### config.mk
export PLATFORM = sky130hd
export DESIGN_NAME = control_sequencer
export DESIGN_NICKNAME = d
export VERILOG_FILES = /design/src/rtl/control_sequencer_pkg.sv /design/src/rtl/control_sequencer_microcode_rom.sv /design/src/rtl/control_sequencer.sv
export SDC_FILE = /design/constraint.sdc
export NUM_CORES = 1
export LEC_CHECK = 0
export ABC_AREA = 0
export BUFFER_PORTS_ARGS = -buffer_cell sky130_fd_sc_hd__buf_2
export CAP_MARGIN = 20
export CORE_MARGIN = 2
export CORE_UTILIZATION = 46
export DETAILED_ROUTE_END_ITERATION = 8
export GPL_TIMING_DRIVEN = 0
export PLACE_DENSITY = 0.78
export SLEW_MARGIN = 20
export SYNTH_ARGS = -nofsm -noshare
export SYNTH_HDL_FRONTEND = slang
export SYNTH_SLANG_ARGS = --single-unit
### constraint.sdc
create_clock -name clk -period 2.45 [get_ports clk]
set_input_delay 0.735 -clock clk [delete_from_list [all_inputs] [get_ports clk]]
set_output_delay 0.735 -clock clk [all_outputs]
set_load 0.02 [all_outputs]
### src/rtl/control_sequencer_pkg.sv
// control_sequencer_pkg: opcodes, T-state encodings and control word layout for control_sequencer
package control_sequencer_pkg;
  typedef enum logic [3:0] {
    OP_NOP = 4'h0, OP_LDA = 4'h1, OP_ADD = 4'h2, OP_SUB = 4'h3,
    OP_STA = 4'h4, OP_LDI = 4'h5, OP_JMP = 4'h6, OP_JC  = 4'h7,
    OP_JZ  = 4'h8, OP_OUT = 4'hE, OP_HLT = 4'hF
  } op_e;
  localparam int T0 = 0;
  localparam int T1 = 1;
  localparam int T2 = 2;
  localparam int T3 = 3;
  localparam int T4 = 4;
  typedef struct packed {
    logic pc_out;
    logic pc_inc;
    logic pc_load;
    logic mar_load;
    logic ram_out;
    logic ram_in;
    logic ir_load;
    logic ir_out;
    logic a_load;
    logic a_out;
    logic b_load;
    logic alu_out;
    logic alu_sub;
    logic flags_load;
    logic out_load;
    logic hlt;
    logic last;
  } ctrl_t;
endpackage

### src/rtl/control_sequencer_microcode_rom.sv
// microcode_rom: decodes {step, opcode, flags} into the control word; JC/JZ live only under CONDITIONAL_JUMP_EN
module microcode_rom
  import control_sequencer_pkg::*;
#(
  parameter int STEP_W = 3
) (
  input  logic [STEP_W-1:0] step_i,
  input  logic [3:0]        opcode_i,
  input  logic              flag_carry_i,
  input  logic              flag_zero_i,
  output ctrl_t             ctrl_o
);
  logic t0, t1, t2, t3, t4;
  assign t0 = step_i == STEP_W'(T0);
  assign t1 = step_i == STEP_W'(T1);
  assign t2 = step_i == STEP_W'(T2);
  assign t3 = step_i == STEP_W'(T3);
  assign t4 = step_i == STEP_W'(T4);
`ifndef CONDITIONAL_JUMP_EN
  logic unused_flags;
  assign unused_flags = flag_carry_i ^ flag_zero_i;
`endif
  always_comb begin
    ctrl_o = '0;
    if (t0) begin
      ctrl_o.pc_out = 1'b1;
      ctrl_o.mar_load = 1'b1;
    end else if (t1) begin
      ctrl_o.ram_out = 1'b1;
      ctrl_o.ir_load = 1'b1;
      ctrl_o.pc_inc = 1'b1;
    end else begin
      case (opcode_i)
        OP_LDA: begin
          ctrl_o.ir_out = t2;
          ctrl_o.mar_load = t2;
          ctrl_o.ram_out = t3;
          ctrl_o.a_load = t3;
          ctrl_o.last = t3;
        end
        OP_ADD, OP_SUB: begin
          ctrl_o.ir_out = t2;
          ctrl_o.mar_load = t2;
          ctrl_o.ram_out = t3;
          ctrl_o.b_load = t3;
          ctrl_o.alu_out = t4;
          ctrl_o.a_load = t4;
          ctrl_o.flags_load = t4;
          ctrl_o.alu_sub = t4 && opcode_i == OP_SUB;
          ctrl_o.last = t4;
        end
        OP_STA: begin
          ctrl_o.ir_out = t2;
          ctrl_o.mar_load = t2;
          ctrl_o.a_out = t3;
          ctrl_o.ram_in = t3;
          ctrl_o.last = t3;
        end
        OP_LDI: begin
          ctrl_o.ir_out = t2;
          ctrl_o.a_load = t2;
          ctrl_o.last = t2;
        end
        OP_JMP: begin
          ctrl_o.ir_out = t2;
          ctrl_o.pc_load = t2;
          ctrl_o.last = t2;
        end
`ifdef CONDITIONAL_JUMP_EN
        OP_JC: begin
          ctrl_o.ir_out = t2;
          ctrl_o.pc_load = t2 && flag_carry_i;
          ctrl_o.last = t2;
        end
        OP_JZ: begin
          ctrl_o.ir_out = t2;
          ctrl_o.pc_load = t2 && flag_zero_i;
          ctrl_o.last = t2;
        end
`endif
        OP_OUT: begin
          ctrl_o.a_out = t2;
          ctrl_o.out_load = t2;
          ctrl_o.last = t2;
        end
        OP_HLT: ctrl_o.hlt = t2;
        default: ctrl_o.last = t2;
      endcase
    end
  end
endmodule

### src/rtl/control_sequencer.sv
// control_sequencer: T-state counter, halt latch and strobe gating for the 8-bit bus machine.
// Define CONDITIONAL_JUMP_EN to decode JC/JZ; otherwise 0x7/0x8 run as NOP.
module control_sequencer
  import control_sequencer_pkg::*;
#(
  parameter int STEP_W = 3
) (
  input  logic              clk,
  input  logic              rst,
  input  logic [3:0]        opcode,
  input  logic              flag_carry,
  input  logic              flag_zero,
  output logic              pc_out,
  output logic              pc_inc,
  output logic              pc_load,
  output logic              mar_load,
  output logic              ram_out,
  output logic              ram_in,
  output logic              ir_load,
  output logic              ir_out,
  output logic              a_load,
  output logic              a_out,
  output logic              b_load,
  output logic              alu_out,
  output logic              alu_sub,
  output logic              flags_load,
  output logic              out_load,
  output logic              halt,
  output logic [STEP_W-1:0] tstate
);
  logic [STEP_W-1:0] step_q, step_d;
  logic halted_q, halted_d, en;
  ctrl_t rom_c;
  microcode_rom #(.STEP_W(STEP_W)) u_rom (
    .step_i      (step_q),
    .opcode_i    (opcode),
    .flag_carry_i(flag_carry),
    .flag_zero_i (flag_zero),
    .ctrl_o      (rom_c)
  );
  always_comb begin
    halted_d = halted_q || rom_c.hlt;
    step_d = halted_d ? step_q : rom_c.last ? '0 : step_q + 1'b1;
  end
  always_ff @(posedge clk or posedge rst) begin
    if (rst) begin
      step_q <= '0;
      halted_q <= 1'b0;
    end else begin
      step_q <= step_d;
      halted_q <= halted_d;
    end
  end
  // rst gates strobes combinationally so nothing outlives its assertion
  assign en = !rst && !halted_q;
  assign pc_out = en && rom_c.pc_out;
  assign pc_inc = en && rom_c.pc_inc;
  assign pc_load = en && rom_c.pc_load;
  assign mar_load = en && rom_c.mar_load;
  assign ram_out = en && rom_c.ram_out;
  assign ram_in = en && rom_c.ram_in;
  assign ir_load = en && rom_c.ir_load;
  assign ir_out = en && rom_c.ir_out;
  assign a_load = en && rom_c.a_load;
  assign a_out = en && rom_c.a_out;
  assign b_load = en && rom_c.b_load;
  assign alu_out = en && rom_c.alu_out;
  assign alu_sub = en && rom_c.alu_sub;
  assign flags_load = en && rom_c.flags_load;
  assign out_load = en && rom_c.out_load;
  assign halt = halted_q;
  assign tstate = step_q;
endmodule

==> results of run 1 <==
stage by stage:
| step | hold slack [ns] | worst slack [ns] | power [uW] | TNS (ns) |
|---|---|---|---|---|
| 2_1_floorplan | 0.501 | -0.0123 | 555 | -0.0123 |
| 3_3_place_gp | 0.597 | -0.129 | 675 | -0.256 |
| 3_5_place_dp | 0.596 | -0.159 | 689 | -0.433 |
| 4_1_cts | 0.441 | -0.122 | 1000 | -0.496 |
| 5_1_grt | 0.475 | -0.172 | 1260 | -0.933 |
| 6_report | 0.473 | -0.130 | 1210 | -0.245 |
power breakdown:
group	internal (uW)	total, uW	switching, uW
clock	61.3	90.7	29.4
combinational	444	933	489
sequential	103	188	85.1
cell usage after synthesis, types with 2 or more instances:
cell type	count	area share (%)
nor2_1	11	6.6
and2_1	2	2.0
inv_1	4	2.4
o21ai_1	2	1.6
nor4_1	3	3.0
buf_2	2	1.6
xnor2_1	2	2.8
a21oi_1	3	2.4
and3_1	3	3.0
buf_4	2	2.4
and4_1	2	2.8
nor3b_1	3	3.6
nor2b_1	2	2.0
ha_1	5	10
mux2i_1	2	3.2
a31oi_1	3	3.0
nand2_1	4	2.4
and3_2	2	2.4
dfrtp_1	4	16
per-layer routing:
metal	vias up	global-route usage, %	share of wire (%)
met3	10	5.98	8.1
met5	-	0	0
li1	362	-	-
met2	54	49.2	54
met4	0	6.67	2.8
met1	404	32.1	35
critical path: stages, from the launching register on:
cell and delay, ns:
dfrtp_2 0.45, buf_6 0.15, ha_4 0.16, ha_4 0.16, nor2b_4 0.14, a31oi_2 0.16, nor2b_1 0.09, o21a_1 0.18
buf_6 0.13
cell type report:
class / count / area, sq um
multi-input cells: 63 / 644
repair buffers: 34 / 258
fillers: 62 / 161
flip-flops and latches: 4 / 103
plain buffers: 6 / 52.6
clock buffers: 4 / 26.3
inverters: 5 / 21.3
well taps: 15 / 18.8
timing repair:
item,in CTS,in global routing
pin swaps,6,12
resized for setup,29,30
buffers inserted,8,3
endpoints found under the setup margin,14,14
how the worst max path moves through the flow:
stage / from / endpoint / slack [ns] / cells past startpoint
floorplan: tstate[2]$_DFFE_PP0N_ / ram_out / -0.01 / 5
global placement: opcode[2] / ram_out / -0.13 / 6
detailed placement: opcode[2] / ram_out / -0.16 / 6
CTS: tstate[0]$_DFFE_PP0N_ / a_out / -0.12 / 8
global route: tstate[0]$_DFFE_PP0N_ / a_load / -0.17 / 8
finish: tstate[0]$_DFFE_PP0N_ / a_load / -0.13 / 8
registers in the layout, indices dropped and copies added (netlist names):
register  cells
halt          1
tstate        3
cell families (layout without fill, tap and decap cells):
kind of cell | count (synthesis) | in the layout
and+or+nand+nor | 38 | 38
AOI/OAI and AO/OA | 16 | 16
buffers and inverters | 11 | 49
adders and majority gates | 5 | 5
DFF | 4 | 4
xor gates and xnor gates | 2 | 2
muxes | 2 | 2
==> results.cfg, run 1 <==
[run_status]
outcome = finished, violations left
violations = setup timing

[detailed_routing]
ant_nets = 0
totalWireLength_microns = 2490
vias = 830
drc = 0
post_drt_via_cell_ratio = 6.34
routedWlPerCell_microns = 19.0
dr.pass1.iters = 4
drtIter0Drc = 39

[clocking]
cts_tree = yes
cts.clk_slew.worst_paths_ns = 0.04
cts_sinks = 4
cts_root_buf = clkbuf_4
clk_latency_ns = 0.24
htreeDepth = 1
cts_buffer_depth = 2
cts_buffers = 3
ctsHoldBuffers = 0

[floorplanning]
ios = 27
num_rows = 13
core_area_sq_mm = 0.00128
fp.dieH_microns = 40.9
die_area_sq_mm = 0.00167
die_width_microns = 40.9
start_util_pct = 48.7

[timing]
fin_skew_ns = 0.000260
worst_slew_pin_slew_ns = 0.460
setup_viol = 6
finalWorstSetupSlack_ns = -0.130
fmax_mhz = 388
finalMaxSlewViolations = 0
min_period_ns = 2.58
slew_headroom_pct = 69.3
grt_setup_unrepaired = yes
period_share_pct = 105
finalHoldViolCount = 0

[layout]
nets = 130
area_growth_pct = 79.6
fin_cells = 131
layout-drive-gt1-share_pct = 69.8
layout_commonest_cell = buf_2
diodes = 0
mostFrequentLayoutCells = buf_2, buf_6, buf_4
fin_util_pct = 87.4
final_area_sq_mm = 0.00112

[synthesis]
synth_top_family_by_area = simple AND/OR/NAND/NOR gates
synth_seq_area_share_pct = 16.0
synth-compound-area-share_pct = 19.2
synth_xor_area_share_pct = 2.80
syn_nets = 91
synth-seq-cells = 4
ys_types = 36
synth_adder_area_share_pct = 10.0
syn_area_sq_um = 626
synth.area.mux_share_pct = 3.20
yosys.area_share.simple_pct = 38.8
avgSynthCellArea_sq_um = 8.02
yosysWarnings = 0
synth_edf_count = 0
synthCells = 78
synthFlopType = dfrtp_1
synth-async-reset-ratio_pct = 100

[power_and_ir_drop]
leakage_uw = 0.000476
p_per_area_mw_per_mm2 = 1080
ir_drop_mv = 0.905

[placed_design]
io_buffers = 23
gp_congestion = 0.805
dp_cells = 116
place_hpwl_microns = 1210
placed_area_sq_um = 783

[worst_setup_path]
r2r_end = tstate[1]$_DFFE_PP0N_
reg2reg_depth = 9
start_kind = flop
cp_max_fo = 3
crit_arrival_ns = 1.85
endpoint_kind = output port
cp.required_ns = 1.71
worst-setup-path-type = reg2out
rrSetupSlack_ns = 0.24
reg2reg_from = tstate[0]$_DFFE_PP0N_

[global_routing]
gr-total-overflow = 0
grt_pass1_wl_microns = 2990
grt_util_all_layers_pct = 27.3
grt_max_degree = 11
grt_pass1_vias = 672
antenna_found_initial = 0

[worst_hold_path]
hold_class = in2async

[job]
cap_violations = 0
(Power assumes the default switching activity.)
==> inputs of run 2 (changes only) <==
- BUFFER_PORTS_ARGS: -buffer_cell sky130_fd_sc_hd__buf_2 -> unset
- CORE_UTILIZATION: 46 -> 48
- DONT_BUFFER_PORTS: unset -> 1
- PLACE_DENSITY: 0.78 -> unset
==> run 2 against run 1 <==
Effect of this change: the run still ends with setup timing left; maximum frequency is 1.5% lower; core utilization fell by 12 points; cell area down 16%; clock skew rose by 0.0011 ns; combinational power decreased by 22%; setup slack lost 0.040 ns; flip-flop and latch count did not move; register-to-register slack improved by 0.19 ns; sequential power increased by 31%; highest routed layer unchanged.
==> results.cfg, run 2 (synthesis gave the netlist of run 1 again) <==
[run_status]
outcome = finished, violations left
violations = setup timing

[timing]
fin_skew_ns = 0.00139
slew_headroom_pct = 58.1
worst_slew_pin_slew_ns = 0.628
fmax_mhz = 382
grt_setup_unrepaired = yes
min_period_ns = 2.62
setup_viol = 12
period_share_pct = 107
finalMaxSlewViolations = 0
whs_ns = 0.265
finalHoldViolCount = 0
finalWorstSetupSlack_ns = -0.171

[clocking]
clk_latency_ns = 0.25
cts.clk_slew.worst_paths_ns = 0.04
cts_root_buf = clkbuf_4
cts_tree = yes
cts_buffers = 3
cts_buffer_depth = 2
ctsHoldBuffers = 0
cts_sinks = 4
htreeDepth = 1

[worst_setup_path]
max_stage_delay_ns = 0.51
cp_max_fo = 5
crit_slowest_cell = dfrtp_2
worst-setup-path-type = reg2out
endpoint_kind = output port
path_cells = inv_4, ha_4, nor2_4, nor2_2, nor4_2, buf_4, nand4b_1, a21oi_4
cp.required_ns = 1.71
reg2reg_depth = 7
rrSetupSlack_ns = 0.43
crit_arrival_ns = 1.89
start_kind = flop

[power_and_ir_drop]
power.internal_uw = 521
p_per_area_mw_per_mm2 = 1140
ir_drop_mv = 0.691
leakage_uw = 0.000331
switching_power_uw = 549
comb_power_share_pct = 67.7
seq_power_share_pct = 23.0
pwr-share-clk_pct = 9.3
swShare_pct = 51.3

[detailed_routing]
routedWlPerCell_microns = 18.1
drtIter0Drc = 13
totalWireLength_microns = 1880
dr.pass1.iters = 4
drc = 0
vias = 668
ant_nets = 0
post_drt_via_cell_ratio = 6.42

[global_routing]
grt_util_all_layers_pct = 25.3
antenna_found_initial = 0
gr-total-overflow = 0
grt_pass1_vias = 565
grt_max_degree = 11
grt_pass1_wl_microns = 2670

[layout]
fillers = 94
nets = 103
area_growth_pct = 50.4
fin_util_pct = 75.1
largest_register_ffs = 3
final_area_sq_um = 941
mostFrequentLayoutCells = nor2_1, buf_4
layout-drive-gt1-share_pct = 62.9
fin_cells = 104
diodes = 0

[floorplanning]
core_area_sq_mm = 0.00125
ios = 27
num_rows = 13
start_util_pct = 50.0
fp.dieH_microns = 40.1
die_area_sq_mm = 0.00161
die_width_microns = 40.1

[placed_design]
place_hpwl_microns = 1200
placed_area_sq_um = 668
gp_congestion = 0.766
pre_cts_ws_ns = -0.264
io_buffers = 0
dp_cells = 93

[job]
cap_violations = 0

[worst_hold_path]
hold_class = in2async
run 2: cell count changes in the layout (fill, tap and decap cells not counted), sizes merged:
| cell | delta |
|---|---|
| buf | -25 |
| clkbuf | -2 |
run 2: worst paths after layout:
check | end | startpoint
worst max-delay path | a_out | tstate[0]$_DFFE_PP0N_
min in group clk | tstate[0]$_DFFE_PP0N_ | tstate[0]$_DFFE_PP0N_
worst min register to register | tstate[0]$_DFFE_PP0N_ | tstate[0]$_DFFE_PP0N_
worst min-delay path | tstate[0]$_DFFE_PP0N_ | rst
max in group asynchronous | tstate[1]$_DFFE_PP0N_ | rst
worst max register to register | tstate[2]$_DFFE_PP0N_ | tstate[0]$_DFFE_PP0N_
run 2: metrics by stage:
stage	total power, uW	setup TNS (ns)
after CTS	922	-0.942
after global placement	633	-0.743
after floorplan	555	-0.0123
after detailed placement	638	-0.978
final	1070	-1.10
after global routing	1130	-1.96
run 2: area by class of cell:
class                      count  area, sq um  area share [%]
timing repair buffer           7         60.1            6.38
sequential                     4          104            11.0
multi-input combinational     63          661            70.2
buffer                         6         47.5            5.05
inverter                       5         23.8            2.53
tap                           15         18.8            1.99
clock buffer                   4         26.3            2.79
run 2: metal layers:
| layer | part of all wire (%) | global-route usage, % | vias to the layer above | wire length [microns] |
|---|---|---|---|---|
| li1 | - | - | 310 | - |
| met1 | 39 | 32.7 | 315 | 737 |
| met2 | 50 | 41.1 | 39 | 941 |
| met3 | 8.1 | 4.44 | 4 | 153 |
| met4 | 2.4 | 10.3 | 0 | 46 |
| met5 | 0 | 0 | - | 0 |
run 2: power groups by stage:
| stage | combinational, uW | sequential [uW] | clock, uW |
|---|---|---|---|
| 2_1_floorplan | 366 | 190 | 0 |
| 3_3_place_gp | 425 | 208 | 0 |
| 3_5_place_dp | 428 | 210 | 0 |
| 4_1_cts | 597 | 229 | 96.3 |
| 5_1_grt | 778 | 251 | 106 |
| 6_report | 724 | 246 | 99.7 |
run 2: what timing repair did:
action | 4_1_cts | 5_1_grt
buffers inserted | 5 | 2
pin swaps | 7 | 8
gates resized for setup | 30 | 18
endpoints found under the setup margin | 14 | 12
run 2: critical path: cells and delay by family (launching register included):
kind / cells / cell delay [ns]
AOI/OAI and AO/OA: 1 / 0.23
adders and majority gates: 1 / 0.20
buffers and inverters: 2 / 0.25
DFF: 1 / 0.51
and+or+nand+nor: 4 / 0.44
